[config.mk]
export PLATFORM = sky130hd
export DESIGN_NAME = voice_mixer
export DESIGN_NICKNAME = d
export VERILOG_FILES = /design/src/rtl/voice_mixer.sv
export SDC_FILE = /design/constraint.sdc
export NUM_CORES = 2
export LEC_CHECK = 0
export BUFFER_PORTS_ARGS = -buffer_cell sky130_fd_sc_hd__buf_2
export CORE_UTILIZATION = 45
export CTS_CLUSTER_SIZE = 8
export DETAILED_ROUTE_END_ITERATION = 16
export GPL_TIMING_DRIVEN = 0
export HOLD_SLACK_MARGIN = 0.06
export PLACE_DENSITY = 0.6
export SETUP_SLACK_MARGIN = 0.5
export SLEW_MARGIN = 20
export SYNTH_ARGS = -nofsm -noshare
export SYNTH_HDL_FRONTEND = slang
export SYNTH_SLANG_ARGS = --single-unit
export TNS_END_PERCENT = 5
[constraint.sdc]
create_clock -name clk -period 12.25 [get_ports clk]
set_input_delay 1.225 -clock clk [delete_from_list [all_inputs] [get_ports clk]]
set_output_delay 1.225 -clock clk [all_outputs]
set_load 0.01 [all_outputs]
[src/rtl/voice_mixer.sv]
// Frame-rate voice mixer: time-multiplexed accumulate of eight voices, master gain,
// step-gain peak limiter and 16-bit saturation. One mixed sample per sample_strobe.
module voice_mixer #(
    parameter int NUM_VOICES = 8,
    parameter int W          = 16
) (
    input  logic                    clk,
    input  logic                    reset,
    input  logic                    sample_strobe,
    input  logic [NUM_VOICES*W-1:0] voice_in,
    input  logic [15:0]             master_gain,
    input  logic                    lim_en,
    input  logic [15:0]             lim_threshold,
    input  logic [15:0]             lim_attack,
    input  logic [15:0]             lim_release,
    output logic [W-1:0]            mix_out,
    output logic                    mix_valid,
    output logic                    clip,
    output logic                    overrun,
    output logic [15:0]             lim_gain
);
    localparam int AW = W + 3;
    localparam int YW = W + 4;
    localparam int IW = $clog2(NUM_VOICES);
    localparam int GW = AW + 17;
    localparam int LW = YW + 17;

    typedef enum logic [2:0] {S_IDLE, S_ACCUM, S_GAIN, S_LIMIT, S_OUT} state_t;

    state_t                  state_q, state_d;
    logic [NUM_VOICES*W-1:0] voices_q, voices_d;
    logic signed [AW-1:0]    acc_q, acc_d;
    logic [IW-1:0]           idx_q, idx_d;
    logic signed [YW-1:0]    y_q, y_d;
    logic [W-1:0]            mix_out_q, mix_out_d;
    logic                    mix_valid_q, mix_valid_d;
    logic                    clip_q, clip_d;
    logic                    overrun_q, overrun_d;
    logic [15:0]             lim_gain_q, lim_gain_d;

    logic signed [W-1:0]     voice_sel;
    logic signed [GW-1:0]    gain_prod;
    logic signed [LW-1:0]    lim_prod;
    logic signed [YW-1:0]    z;
    logic [YW-1:0]           z_mag;
    logic [16:0]             rel_sum;
    logic                    sat_hi, sat_lo;

    always_comb begin
        state_d     = state_q;
        voices_d    = voices_q;
        acc_d       = acc_q;
        idx_d       = idx_q;
        y_d         = y_q;
        mix_out_d   = mix_out_q;
        mix_valid_d = 1'b0;
        clip_d      = clip_q;
        overrun_d   = overrun_q;
        lim_gain_d  = lim_gain_q;

        voice_sel = voices_q[W*int'(idx_q) +: W];
        gain_prod = GW'(acc_q) * GW'($signed({1'b0, master_gain}));
        lim_prod  = LW'(y_q) * LW'($signed({1'b0, lim_gain_q}));
        // The limiter scales with the gain held from the previous frame.
        z         = lim_en ? YW'(lim_prod >>> 15) : y_q;
        z_mag     = z[YW-1] ? YW'(-z) : YW'(z);
        rel_sum   = {1'b0, lim_gain_q} + {1'b0, lim_release};
        sat_hi    = ~z[YW-1] & (|z[YW-2:W-1]);
        sat_lo    = z[YW-1] & ~(&z[YW-2:W-1]);

        if (sample_strobe && state_q != S_IDLE) begin
            overrun_d = 1'b1;
        end

        case (state_q)
            S_IDLE: begin
                if (sample_strobe) begin
                    voices_d = voice_in;
                    acc_d    = '0;
                    idx_d    = '0;
                    state_d  = S_ACCUM;
                end
            end
            S_ACCUM: begin
                acc_d = acc_q + AW'(voice_sel);
                idx_d = idx_q + IW'(1);
                if (idx_q == IW'(NUM_VOICES - 1)) begin
                    state_d = S_GAIN;
                end
            end
            S_GAIN: begin
                y_d     = YW'(gain_prod >>> 15);
                state_d = S_LIMIT;
            end
            S_LIMIT: begin
                if (!lim_en) begin
                    lim_gain_d = 16'h8000;
                end else if (z_mag > {{(YW-16){1'b0}}, lim_threshold}) begin
                    lim_gain_d = (lim_gain_q > lim_attack) ? lim_gain_q - lim_attack : 16'd0;
                end else begin
                    lim_gain_d = (rel_sum > 17'h08000) ? 16'h8000 : rel_sum[15:0];
                end
                mix_out_d   = sat_hi ? {1'b0, {(W-1){1'b1}}} :
                              sat_lo ? {1'b1, {(W-1){1'b0}}} : z[W-1:0];
                clip_d      = sat_hi | sat_lo;
                mix_valid_d = 1'b1;
                state_d     = S_OUT;
            end
            S_OUT: begin
                state_d = S_IDLE;
            end
            default: begin
                state_d = S_IDLE;
            end
        endcase
    end

    always_ff @(posedge clk) begin
        if (reset) begin
            state_q     <= S_IDLE;
            voices_q    <= '0;
            acc_q       <= '0;
            idx_q       <= '0;
            y_q         <= '0;
            mix_out_q   <= '0;
            mix_valid_q <= 1'b0;
            clip_q      <= 1'b0;
            overrun_q   <= 1'b0;
            lim_gain_q  <= 16'h8000;
        end else begin
            state_q     <= state_d;
            voices_q    <= voices_d;
            acc_q       <= acc_d;
            idx_q       <= idx_d;
            y_q         <= y_d;
            mix_out_q   <= mix_out_d;
            mix_valid_q <= mix_valid_d;
            clip_q      <= clip_d;
            overrun_q   <= overrun_d;
            lim_gain_q  <= lim_gain_d;
        end
    end

    assign mix_out   = mix_out_q;
    assign mix_valid = mix_valid_q;
    assign clip      = clip_q;
    assign overrun   = overrun_q;
    assign lim_gain  = lim_gain_q;

endmodule

# After elaboration in Yosys (flattened, before gate mapping)

Index checks and enable logic that the tools add are counted.

Flip-flop bits (word level): 208
Output and inout port bits: 35

$add $sub $neg: 5
Multipliers: 2
Order comparisons: 3
Equality and inequality tests: 6
Shifts and indexed selects: 1
Multiplexer cells: 16
Bitwise logic cells: 5
Reductions and logical operators: 9

Operators by type and width:

| cell                                                                    | count |
|---|---|
| 128-bit by 8-bit indexed part select with 16-bit output                 | 1 |
| 16-bit two-way mux                                                      | 6 |
| 20-bit two-way mux                                                      | 2 |
| 19-bit one-hot mux with 2 select lines                                  | 1 |
| 19-bit by 17-bit multiplier with 35-bit output                          | 1 |
| 20-bit by 17-bit multiplier with 35-bit output                          | 1 |
| 20-bit by 16-bit > comparator with 1-bit output                         | 1 |
| 20-bit negation                                                         | 1 |
| 19-bit by 16-bit adder with 19-bit output                               | 1 |
| 19-bit two-way mux                                                      | 1 |
| 16-bit by 16-bit adder with 17-bit output                               | 1 |
| 17-bit by 16-bit > comparator with 1-bit output (second input constant) | 1 |
| 16-bit > comparator                                                     | 1 |
| 16-bit subtractor                                                       | 1 |
| 3-bit one-hot mux with 4 select lines                                   | 1 |
| 3-bit two-way mux                                                       | 3 |
| 3-bit by 2-bit equality test with 1-bit output (second input constant)  | 2 |
| 3-bit one-hot mux with 2 select lines                                   | 1 |
| 2-bit AND reduction                                                     | 3 |
| 2-bit != test (second input constant)                                   | 2 |
| 4-bit AND reduction                                                     | 1 |
| 4-bit OR reduction                                                      | 1 |
| 3-bit by 1-bit adder with 3-bit output (second input constant)          | 1 |
| 3-bit by 1-bit equality test with 1-bit output (second input constant)  | 1 |
| 9 further kinds                                                         | 11 |

# Depth between registers and ports, before layout

Depth after elaboration: 7
Mapped depth: 42
Gate-level depth less buffers: 38

# Least setup slack after synthesis

No wires, ideal clock.

Path kind: register -> register
From: register y_q[6]
To: register lim_gain_q[14], in the netlist lim_gain[14]
Library setup time: 0.122 ns
Arrival: 9.110 ns
Setup slack: 3.018 ns
Cell stages (with the launch flop): 40
Buffers on the path: 3
Cells stage by stage: dfxtp_1 -> clkdlybuf4s50_2 -> clkbuf_1 -> nand2_1 -> fa_1 -> inv_1 -> fa_1 -> inv_1 -> fa_1 -> inv_1 -> fa_1 -> fa_1 -> inv_1 -> fa_1 -> inv_1 -> ha_1 -> a21o_2 -> o211ai_2 -> [... 4 more ...] -> xnor2_1 -> a21oi_1 -> o21ai_0 -> xnor2_1 -> ha_1 -> a21o_1 -> a21o_1 -> a21oi_1 -> nor2_1 -> a211oi_1 -> a21oi_1 -> a211oi_1 -> a21oi_1 -> a41o_2 -> a21oi_4 -> buf_6 -> a211oi_1 -> a221o_1

Longest elaborated chain between the ends: 7

Ends and longest elaborated chain:

| item                                              | line | source |
|---|---|---|
| start: declaration                                | 34   | `logic signed [YW-1:0] y_q, y_d;` |
| start signal: assignment                          | 135  | `y_q <= y_d;` |
| 20-bit by 17-bit multiplier with 35-bit output    | 63   | `lim_prod = LW'(y_q) * LW'($signed({1'b0, lim_gain_q}));` |
| 20-bit two-way mux *                              | 65   | `z = lim_en ? YW'(lim_prod >>> 15) : y_q;` |
| 20-bit negation                                   | 66   | `z_mag = z[YW-1] ? YW'(-z) : YW'(z);` |
| 20-bit two-way mux *                              | 66   |  |
| 20-bit by 16-bit > comparator with 1-bit output * | 98   | `end else if (z_mag > {{(YW-16){1'b0}}, lim_threshold}) begin` |
| 16-bit two-way mux *                              | 98   |  |
| 16-bit two-way mux *                              | 96   | `if (!lim_en) begin` |
| end signal: assignment                            | 140  | `lim_gain_q <= lim_gain_d;` |
| end: declaration                                  | 39   | `logic [15:0] lim_gain_q, lim_gain_d;` |

Mark *: on every way between the ends. The rest lies on a longest branch, timed or not.
A chain may end at the register's enable or synchronous reset.

# Final worst setup path

From: register y_q[10]
To: register lim_gain_q[9], in the netlist lim_gain[9]

The elaborated chain is that of the path after synthesis.

==> results.ini <==
[setup_path]
worst_setup_path_end_kind = register
max_stage_delay_ps = 690
cp_max_fo = 10
crit_start = y_q[10]
regToRegSetupSlack_ps = 1040
critPathTopFamily = compound AO/OA/AOI/OAI gates
start_kind = register
rr_endpoint = lim_gain[9]
crit_top_cell = fa_1
path_buf_inv = 6
cp-endpoint = lim_gain[9]
slowest_stage = clkbuf_1
crit_cells = 37
r2r_start = y_q[10]
rr_worst_depth = 37
crit_required_ps = 12770
arrival_ps = 11730
path_class = reg -> reg

[sta]
slew_headroom = 0.314
maxSlewViolCount = 0
finalHoldViolCount = 0
rsz0062_at_grt = no
tightest_slew_ps = 1030
layout_min_cycle_time_ps = 11210
skew_ps = 21.7
fin_crit_sh = 0.915
worst_slack_ps = 1040
setup_viol = 0
finalSetupTns_ps = 0
fmax_mhz = 89.2

[route]
drt_pass1_iterations = 5
post_drt_via_cell_ratio = 5.30
drc = 0
wl_per_cell_um = 18.9
vias = 27354
drt_iter0_drc = 1828
wirelength_um = 97200
final_antenna_net_count = 0

[run_status]
status = finished, final reports clean

[flow_run]
maxCapViolations = 0

[clock_tree]
hold_buffers = 0
cts-root-buf = clkbuf_16
cts_buffers = 30
clock_latency_ps = 590
post-cts-setup-buffers = 0
cts.clk_slew.worst_paths_ps = 60
cts.sinks = 208
cts_resized = 0
clockBufferDepth = 3
cts_tree = yes
h-tree-depth = 1

[cells_and_area]
syn_to_final_growth_pct = 9.27
drive_gt1_frac = 0.0862
regArea_um2 = 4160
multiInputGateArea_um2 = 26200
design_area_um2 = 37200
layout.cells.non_filler = 5158
nNetsFinal = 5232
fillers = 7270

[power_and_ir_drop]
irDropWorstVdd_v = 0.000108
total_power_uw = 2030
power_leakage_uw = 0.0175
p_per_area_nw_per_um2 = 54.5

[die]
chipWidth_um = 277
rows = 100
die-area_um2 = 76800
fp.dieH_um = 277
core-area_um2 = 74700
io_pins = 231
initial_core_util = 0.456

[global_route]
first_global_vias = 27853
grt_max_degree = 17
grt_pass1_wl_um = 155000
grt_antenna_before_repair = 3
grt_overflow = 0
grt_use_total = 0.259

[min_path]
hp-class = reg -> reg

[place]
pre_cts_ws_ps = 1320
port-buffer-count = 217
placedCellCount = 5122
globalplace.congestion = 0.902
placed_cell_area_um2 = 36400
dpl.hpwl_um = 80500

[yosys]
syn_avg_cell_area_um2 = 8.65
synthFlopType = dfxtp_1
async_flop_share = 0
ys_types = 96
netlist_area_um2 = 34000
syn_inst = 3936
syn_nets = 4983
synth_edf_count = 0
yosys_warnings = 0
ys_ff_latch = 208
yosysSeqAreaShare = 0.122

[Yosys cell counts, drive strengths merged (4+ instances only)]
| master | count | area (um^2) |
|---|---|---|
| or3 | 8 | 50.1 |
| nor2 | 83 | 312 |
| nor3 | 29 | 145 |
| and4 | 7 | 63.8 |
| and3 | 11 | 75.1 |
| o21ai | 56 | 295 |
| a31o | 4 | 35.0 |
| dfxtp | 208 | 4160 |
| a221o | 14 | 143 |
| xnor2 | 61 | 534 |
| nor4 | 5 | 52.6 |
| o21a | 18 | 135 |
| a211o | 11 | 100 |
| o21bai | 9 | 67.6 |
| o2111ai | 5 | 43.8 |
| nor2b | 17 | 106 |
| nand3 | 48 | 240 |
| o41ai | 5 | 43.8 |
| a21o | 43 | 325 |
| nor4b | 4 | 50.1 |
| nand2b | 13 | 81.3 |
| xor2 | 36 | 315 |
| mux2 | 17 | 191 |
| fa | 610 | 12200 |
| and2 | 278 | 1740 |
| o211ai | 8 | 65.1 |
| a21oi | 248 | 1250 |
| mux4 | 32 | 721 |
| nand4 | 10 | 62.6 |
| nand2 | 722 | 2710 |
| or2 | 6 | 37.5 |
| nand3b | 5 | 37.5 |
| ha | 241 | 3020 |
| inv | 753 | 2830 |
| or4 | 5 | 37.5 |
| buf | 18 | 114 |
| a31oi | 20 | 125 |
| o31ai | 9 | 72.6 |
| clkbuf | 184 | 751 |
| a211oi | 29 | 235 |
[cells in the final DEF (no fill, tap or decap), types with 12 or more instances in the layout]
cell type,Yosys,final
xnor2_1,61,61
mux4_2,32,32
inv_1,753,753
a21o_1,41,41
o21ai_0,53,53
nand2_1,722,722
a21oi_1,247,247
fa_1,610,610
nor3_1,29,29
ha_1,241,241
a211oi_1,27,27
a31oi_1,20,20
nor2_1,83,83
and2_1,273,273
buf_2,1,218
dfxtp_1,208,208
clkbuf_1,178,178
clkbuf_16,0,30
o21a_1,18,18
xor2_1,36,36
mux2_2,17,17
nor2b_1,17,17
nand2b_1,13,13
a221o_1,12,12
nand3_1,48,48
[through the flow]
step	util	hold WS (ps)
after global routing	0.498	466
after global placement	0.487	440
after detailed placement	0.487	445
final	0.498	451
after CTS	0.498	452
after floorplan	-	433
[tightest hold or removal path: cells and delay by family (launching register included)]
| kind | cells | cell delay, ps |
|---|---|---|
| AOI/OAI and AO/OA | 1 | 50 |
| and+or+nand+nor | 1 | 50 |
| DFF | 1 | 300 |
[registers in the layout (all words and copies together) (netlist names)]
name / flops
idx_q: 3
state_q: 3
acc_q: 19
clip: 1
mix_valid: 1
mix_out: 16
y_q: 20
lim_gain: 16
voices_q: 128
overrun: 1
[area by class of cell]
class,count,area share
tap,969,0.0326
antenna,2,0.000135
multi-input combinational,2770,0.704
timing repair buffer,217,0.0292
clock buffer,32,0.0209
inverter,754,0.0761
sequential,208,0.112
buffer,204,0.0238
clock inverter,2,0.00161
[power by group]
group          internal (uW)  switching (uW)  total (uW)
Sequential               708            20.9         729
Clock                    462             314         776
Combinational            207             314         521
Total                   1380             649        2030
[metal layers]
metal | global-route usage | part of all wire
met1 | 0.377 | 0.46
met2 | 0.414 | 0.46
met3 | 0.0302 | 0.064
met5 | 0 | 0.00013
met4 | 0.0581 | 0.022
[worst min path at each step]
| stage | start | slack [ps] | depth (start not counted) | end |
|---|---|---|---|---|
| 2_1_floorplan | voices_q[100] | 430 | 2 | voices_q[100] |
| 3_3_place_gp | voices_q[97] | 440 | 2 | voices_q[97] |
| 3_5_place_dp | mix_out[11] | 450 | 2 | mix_out[11] |
| 4_1_cts | voices_q[117] | 450 | 2 | voices_q[117] |
| 5_1_grt | mix_out[14] | 470 | 2 | mix_out[14] |
| 6_report | voices_q[40] | 450 | 2 | voices_q[40] |
[cells by family after synthesis]
group,share of synthesized area
simple gates,0.173
flops,0.122
mux,0.0277
fa+ha+maj,0.447
buf+inv,0.109
xor+xnor,0.0250
compound gates,0.0960
Power figures use the tool's default switching activity.
